===== src/rtl/nbit_chunked_subtractor.sv =====
// rtl/nbit_chunked_subtractor.sv - multi-cycle chunked N-bit subtractor with borrow flag
//
// Computes num_one - num_two as num_one + ~num_two + 1, CHUNK bits per clock,
// LSB chunk first, with generate/propagate carry logic inside each chunk.
//
// Ports:
//   clk      rising-edge clock
//   rst      synchronous active-high reset
//   start    request, accepted only in IDLE or DONE
//   num_one  minuend, sampled with an accepted start
//   num_two  subtrahend, sampled with an accepted start
//   busy     high while chunks are being processed
//   done     one-cycle pulse in the cycle after D is loaded
//   D        {borrow, diff}; holds its value between results

module nbit_chunked_subtractor #(
  parameter int BIT_NUMBER = 8,
  parameter int CHUNK      = 2
) (
  input  logic                  clk,
  input  logic                  rst,
  input  logic                  start,
  input  logic [BIT_NUMBER-1:0] num_one,
  input  logic [BIT_NUMBER-1:0] num_two,
  output logic                  busy,
  output logic                  done,
  output logic [BIT_NUMBER:0]   D
);

  localparam int K     = BIT_NUMBER / CHUNK;
  localparam int CNT_W = (K > 1) ? $clog2(K) : 1;

  typedef enum logic [1:0] {
    S_IDLE,
    S_BUSY,
    S_DONE
  } state_t;

  state_t state, state_next;

  logic [BIT_NUMBER-1:0] a_sr;
  logic [BIT_NUMBER-1:0] b_sr;
  logic [BIT_NUMBER-1:0] res_sr;
  logic [BIT_NUMBER-1:0] res_next;
  logic                  carry;
  logic [CNT_W-1:0]      cnt;

  logic [CHUNK-1:0]      sum;
  logic [CHUNK:0]        c;
  logic                  last;
  logic                  accept;

  // Carry chain across the low chunk of the operand shift registers.
  always_comb begin
    logic g;
    logic p;
    g    = 1'b0;
    p    = 1'b0;
    sum  = '0;
    c    = '0;
    c[0] = carry;
    for (int i = 0; i < CHUNK; i++) begin
      g        = a_sr[i] & b_sr[i];
      p        = a_sr[i] ^ b_sr[i];
      sum[i]   = p ^ c[i];
      c[i+1]   = g | (p & c[i]);
    end
  end

  // New sum bits enter from the MSB side; after K chunks the first chunk
  // has walked down to bit 0. The cast keeps the upper BIT_NUMBER bits.
  assign res_next = BIT_NUMBER'({sum, res_sr} >> CHUNK);

  assign last   = (cnt == CNT_W'(K - 1));
  assign accept = start && ((state == S_IDLE) || (state == S_DONE));

  always_comb begin
    state_next = state;
    case (state)
      S_IDLE:  if (start) state_next = S_BUSY;
      S_BUSY:  if (last) state_next = S_DONE;
      S_DONE:  state_next = start ? S_BUSY : S_IDLE;
      default: state_next = S_IDLE;
    endcase
  end

  always_ff @(posedge clk) begin
    if (rst) begin
      state  <= S_IDLE;
      a_sr   <= '0;
      b_sr   <= '0;
      res_sr <= '0;
      carry  <= 1'b0;
      cnt    <= '0;
      D      <= '0;
    end else begin
      state <= state_next;
      if (accept) begin
        a_sr  <= num_one;
        b_sr  <= ~num_two;
        carry <= 1'b1;
        cnt   <= '0;
      end else if (state == S_BUSY) begin
        a_sr   <= a_sr >> CHUNK;
        b_sr   <= b_sr >> CHUNK;
        res_sr <= res_next;
        carry  <= c[CHUNK];
        cnt    <= cnt + CNT_W'(1);
        // No carry out of num_one + ~num_two + 1 means num_one < num_two.
        if (last) D <= {~c[CHUNK], res_next};
      end
    end
  end

  assign busy = (state == S_BUSY);
  assign done = (state == S_DONE);

endmodule


===== config.mk =====
export PLATFORM = sky130hd
export DESIGN_NAME = nbit_chunked_subtractor
export DESIGN_NICKNAME = d
export VERILOG_FILES = /design/src/rtl/nbit_chunked_subtractor.sv
export SDC_FILE = /design/constraint.sdc
export NUM_CORES = 1
export LEC_CHECK = 0
export ABC_AREA = 1
export BUFFER_PORTS_ARGS = -buffer_cell sky130_fd_sc_hd__buf_4
export CAP_MARGIN = 40
export CORE_UTILIZATION = 50
export CTS_BUF_LIST = sky130_fd_sc_hd__clkbuf_16
export CTS_CLUSTER_SIZE = 14
export DETAILED_ROUTE_END_ITERATION = 10
export PLACE_DENSITY = 0.72
export SYNTH_ARGS = -nofsm -noshare
export SYNTH_HDL_FRONTEND = slang
export SYNTH_SLANG_ARGS = --single-unit

===== constraint.sdc =====
create_clock -name clk -period 3.18 [get_ports clk]
set_input_delay 0.636 -clock clk [delete_from_list [all_inputs] [get_ports clk]]
set_output_delay 0.636 -clock clk [all_outputs]
set_load 0.05 [all_outputs]

==> metrics.yaml <==
outcome: "complete, no violations"
worst-path-max-fanout: 13
switching_share_pct: 24.8
clk-insertion-delay-late_ps: 270
dpl.cell_count: 278
place.gp.congestion: 0.784
p_total_mw: 1.09
timing.hold.ws_ps: 470
crit_type: "reg2out"
slew_violations: 0
area_growth_pct: 21.1
grt_setup_unrepaired: "false"
clkTransAtPathRegs_ps: 50
cts_made_buffers: 5
cts_tree: "yes"
grt_pass1_vias: 1204
clock_path_buffers: 2
critical_path.startpoint: "state[0]$_SDFFE_PP0P_"
diodes: 0
antenna_found_initial: 0
wl_mm: 3.15
post-route-period-util_pct: 73.9
p_seq_share_pct: 46.0
grt_pass1_wl_mm: 5.28
htreeDepth: 2
postCtsSetupRepairBufs: 0
ir_drop_v: 0.000433
setup_violations: 0
arrival_ps: 1720
fin_cells: 286
syn_nets: 235
worst_slew_pin_slew_ps: 542
synth_area_sq_um: 1620
regToRegStartpoint: "state[0]$_SDFFE_PP0P_"
io_buffer_count: 29
cap_violations: 0
post-route-min-period_ps: 2350
fp.dieW_microns: 58.9
fmax_mhz: 425
n_fill_cell: 289
crit_path_start_kind: "register"
tns_ps: 0
cts_num_sinks: 36
yosysUniqueCellTypes: 27
track_usage_pct: 20.1
skew_ps: 4.59
r2r_end: "D[7]$_SDFFE_PP0P_"
die_h_microns: 58.9
reg2reg_depth: 5
grt_max_degree: 23
rows: 20
cts_root_buf: "clkbuf_16"
ctsResizeCount: 0
endpoint: "busy"
power.switching_uw: 269
power_leakage_nw: 0.931
timing.slew.headroom_pct: 63.8
hpwl_mm: 2.12
p_int_uw: 817
routedWlPerCell_microns: 11.0
boundaryPins: 30
syn_area_per_cell_sq_um: 7.59
hold_buffers: 0
hold_class: "reg2reg"
first_pass_iters: 4
reg2reg_slack_ps: 1540
via_per_inst: 4.80
vias: 1373
drc_errors: 0
start_util_pct: 53.0
final_util_pct: 64.1
p_clk_share_pct: 42.0
layout_common_cells: "nor2_1 (47), dfxtp_1 (36), nand2_1 (33)"
ys_ff_latch: 36
layout-drive-gt1-share_pct: 20.2
power.density_nw_per_um2: 555
required_ps: 2540
core_sq_um: 3050
ant_nets: 0
combPwrFrac_pct: 12.0
first_iter_violations: 45
final_common_cell: "nor2_1"
end_kind: "output pin"
nNetsFinal: 263
syn_inst: 213
hold_viol_final: 0
grt_overflow: 0
synth_seq_area_share_pct: 44.6
dieArea_sq_um: 3460
yosysWarnings: 0
cell families (layout without fill, tap and decap cells):
family                     after synthesis  in the layout  share of synthesized area (%)
and+or+nand+nor                        118            118                           34.3
DFF                                     36             36                           44.6
buffers and inverters                   30             59                           9.60
AOI/OAI and AO/OA                       25             25                           7.74
adders and majority gates                3              3                           3.25
xor gates and xnor gates                 1              1                          0.542
worst min path at each step:
| stage | start | end | slack (ps) | cells past startpoint |
|---|---|---|---|---|
| final | D[4]$_SDFFE_PP0P_ | D[4]$_SDFFE_PP0P_ | 470 | 2 |
| after global routing | D[4]$_SDFFE_PP0P_ | D[4]$_SDFFE_PP0P_ | 490 | 2 |
| after CTS | D[4]$_SDFFE_PP0P_ | D[4]$_SDFFE_PP0P_ | 470 | 2 |
| after detailed placement | D[4]$_SDFFE_PP0P_ | D[4]$_SDFFE_PP0P_ | 460 | 2 |
| after global placement | cnt[1]$_SDFFE_PP0N_ | cnt[1]$_SDFFE_PP0N_ | 460 | 2 |
| after floorplan | res_sr[6]$_SDFFE_PP0P_ | D[4]$_SDFFE_PP0P_ | 430 | 2 |
cell usage after synthesis:
cell / n / area, sq um
buf_8: 1 / 15.0
nor2_2: 2 / 12.5
nor3_1: 5 / 25.0
nand3b_1: 2 / 15.0
fa_1: 2 / 40.0
or2_1: 1 / 6.26
nand2_1: 33 / 124
nand2_8: 1 / 20.0
nor2_1: 47 / 176
nor2_4: 2 / 22.5
ha_1: 1 / 12.5
nand2_2: 1 / 6.26
nand2_4: 3 / 33.8
inv_1: 19 / 71.3
nand3_1: 20 / 100
buf_2: 1 / 5.00
xor2_1: 1 / 8.76
a21oi_1: 11 / 55.1
o21ai_0: 14 / 70.1
buf_6: 3 / 33.8
clkbuf_1: 1 / 3.75
nor3b_2: 1 / 12.5
inv_4: 1 / 6.26
inv_2: 2 / 7.51
clkbuf_2: 1 / 5.00
buf_4: 1 / 7.51
dfxtp_1: 36 / 721
metrics by stage:
stage | area [sq um] | setup WS [ps]
2_1_floorplan | 1620 | 1380
3_3_place_gp | 1820 | 1160
3_5_place_dp | 1820 | 1140
4_1_cts | 1960 | 847
5_1_grt | 1960 | 744
6_report | 1960 | 828
power by group through the flow:
stage | sequential [mW] | clock [mW] | combinational, mW
floorplan | 0.501 | 0 | 0.106
global placement | 0.508 | 0 | 0.129
detailed placement | 0.508 | 0 | 0.131
CTS | 0.499 | 0.462 | 0.132
global route | 0.502 | 0.476 | 0.149
finish | 0.499 | 0.456 | 0.130
worst max-delay path, cell delays in order (launching register included):
cell and delay, ps:
dfxtp_1 660, inv_2 190, nor2_4 320, buf_4 270
flip-flops by register name, indices dropped and copies added, names as in the netlist:
register,count
state,2
b_sr,8
res_sr,6
cnt,2
a_sr,8
D,9
carry,1
routing by layer:
metal	global-route usage, %	wire length (microns)	up-vias
li1	-	-	726
met1	28.7	1650	617
met2	30.0	1380	23
met3	4.62	93	7
met4	6.12	26	0
met5	0	0	-
cell type report:
cell class / instances / area, sq um / area share (%)
multi-input combinational: 147 / 741 / 37.8
sequential: 36 / 721 / 36.8
timing repair buffer: 29 / 218 / 11.1
clock buffer: 5 / 125 / 6.39
inverter: 22 / 85.1 / 4.35
tap: 44 / 55.1 / 2.81
clock inverter: 3 / 13.8 / 0.703
(Power assumes the default switching activity.)
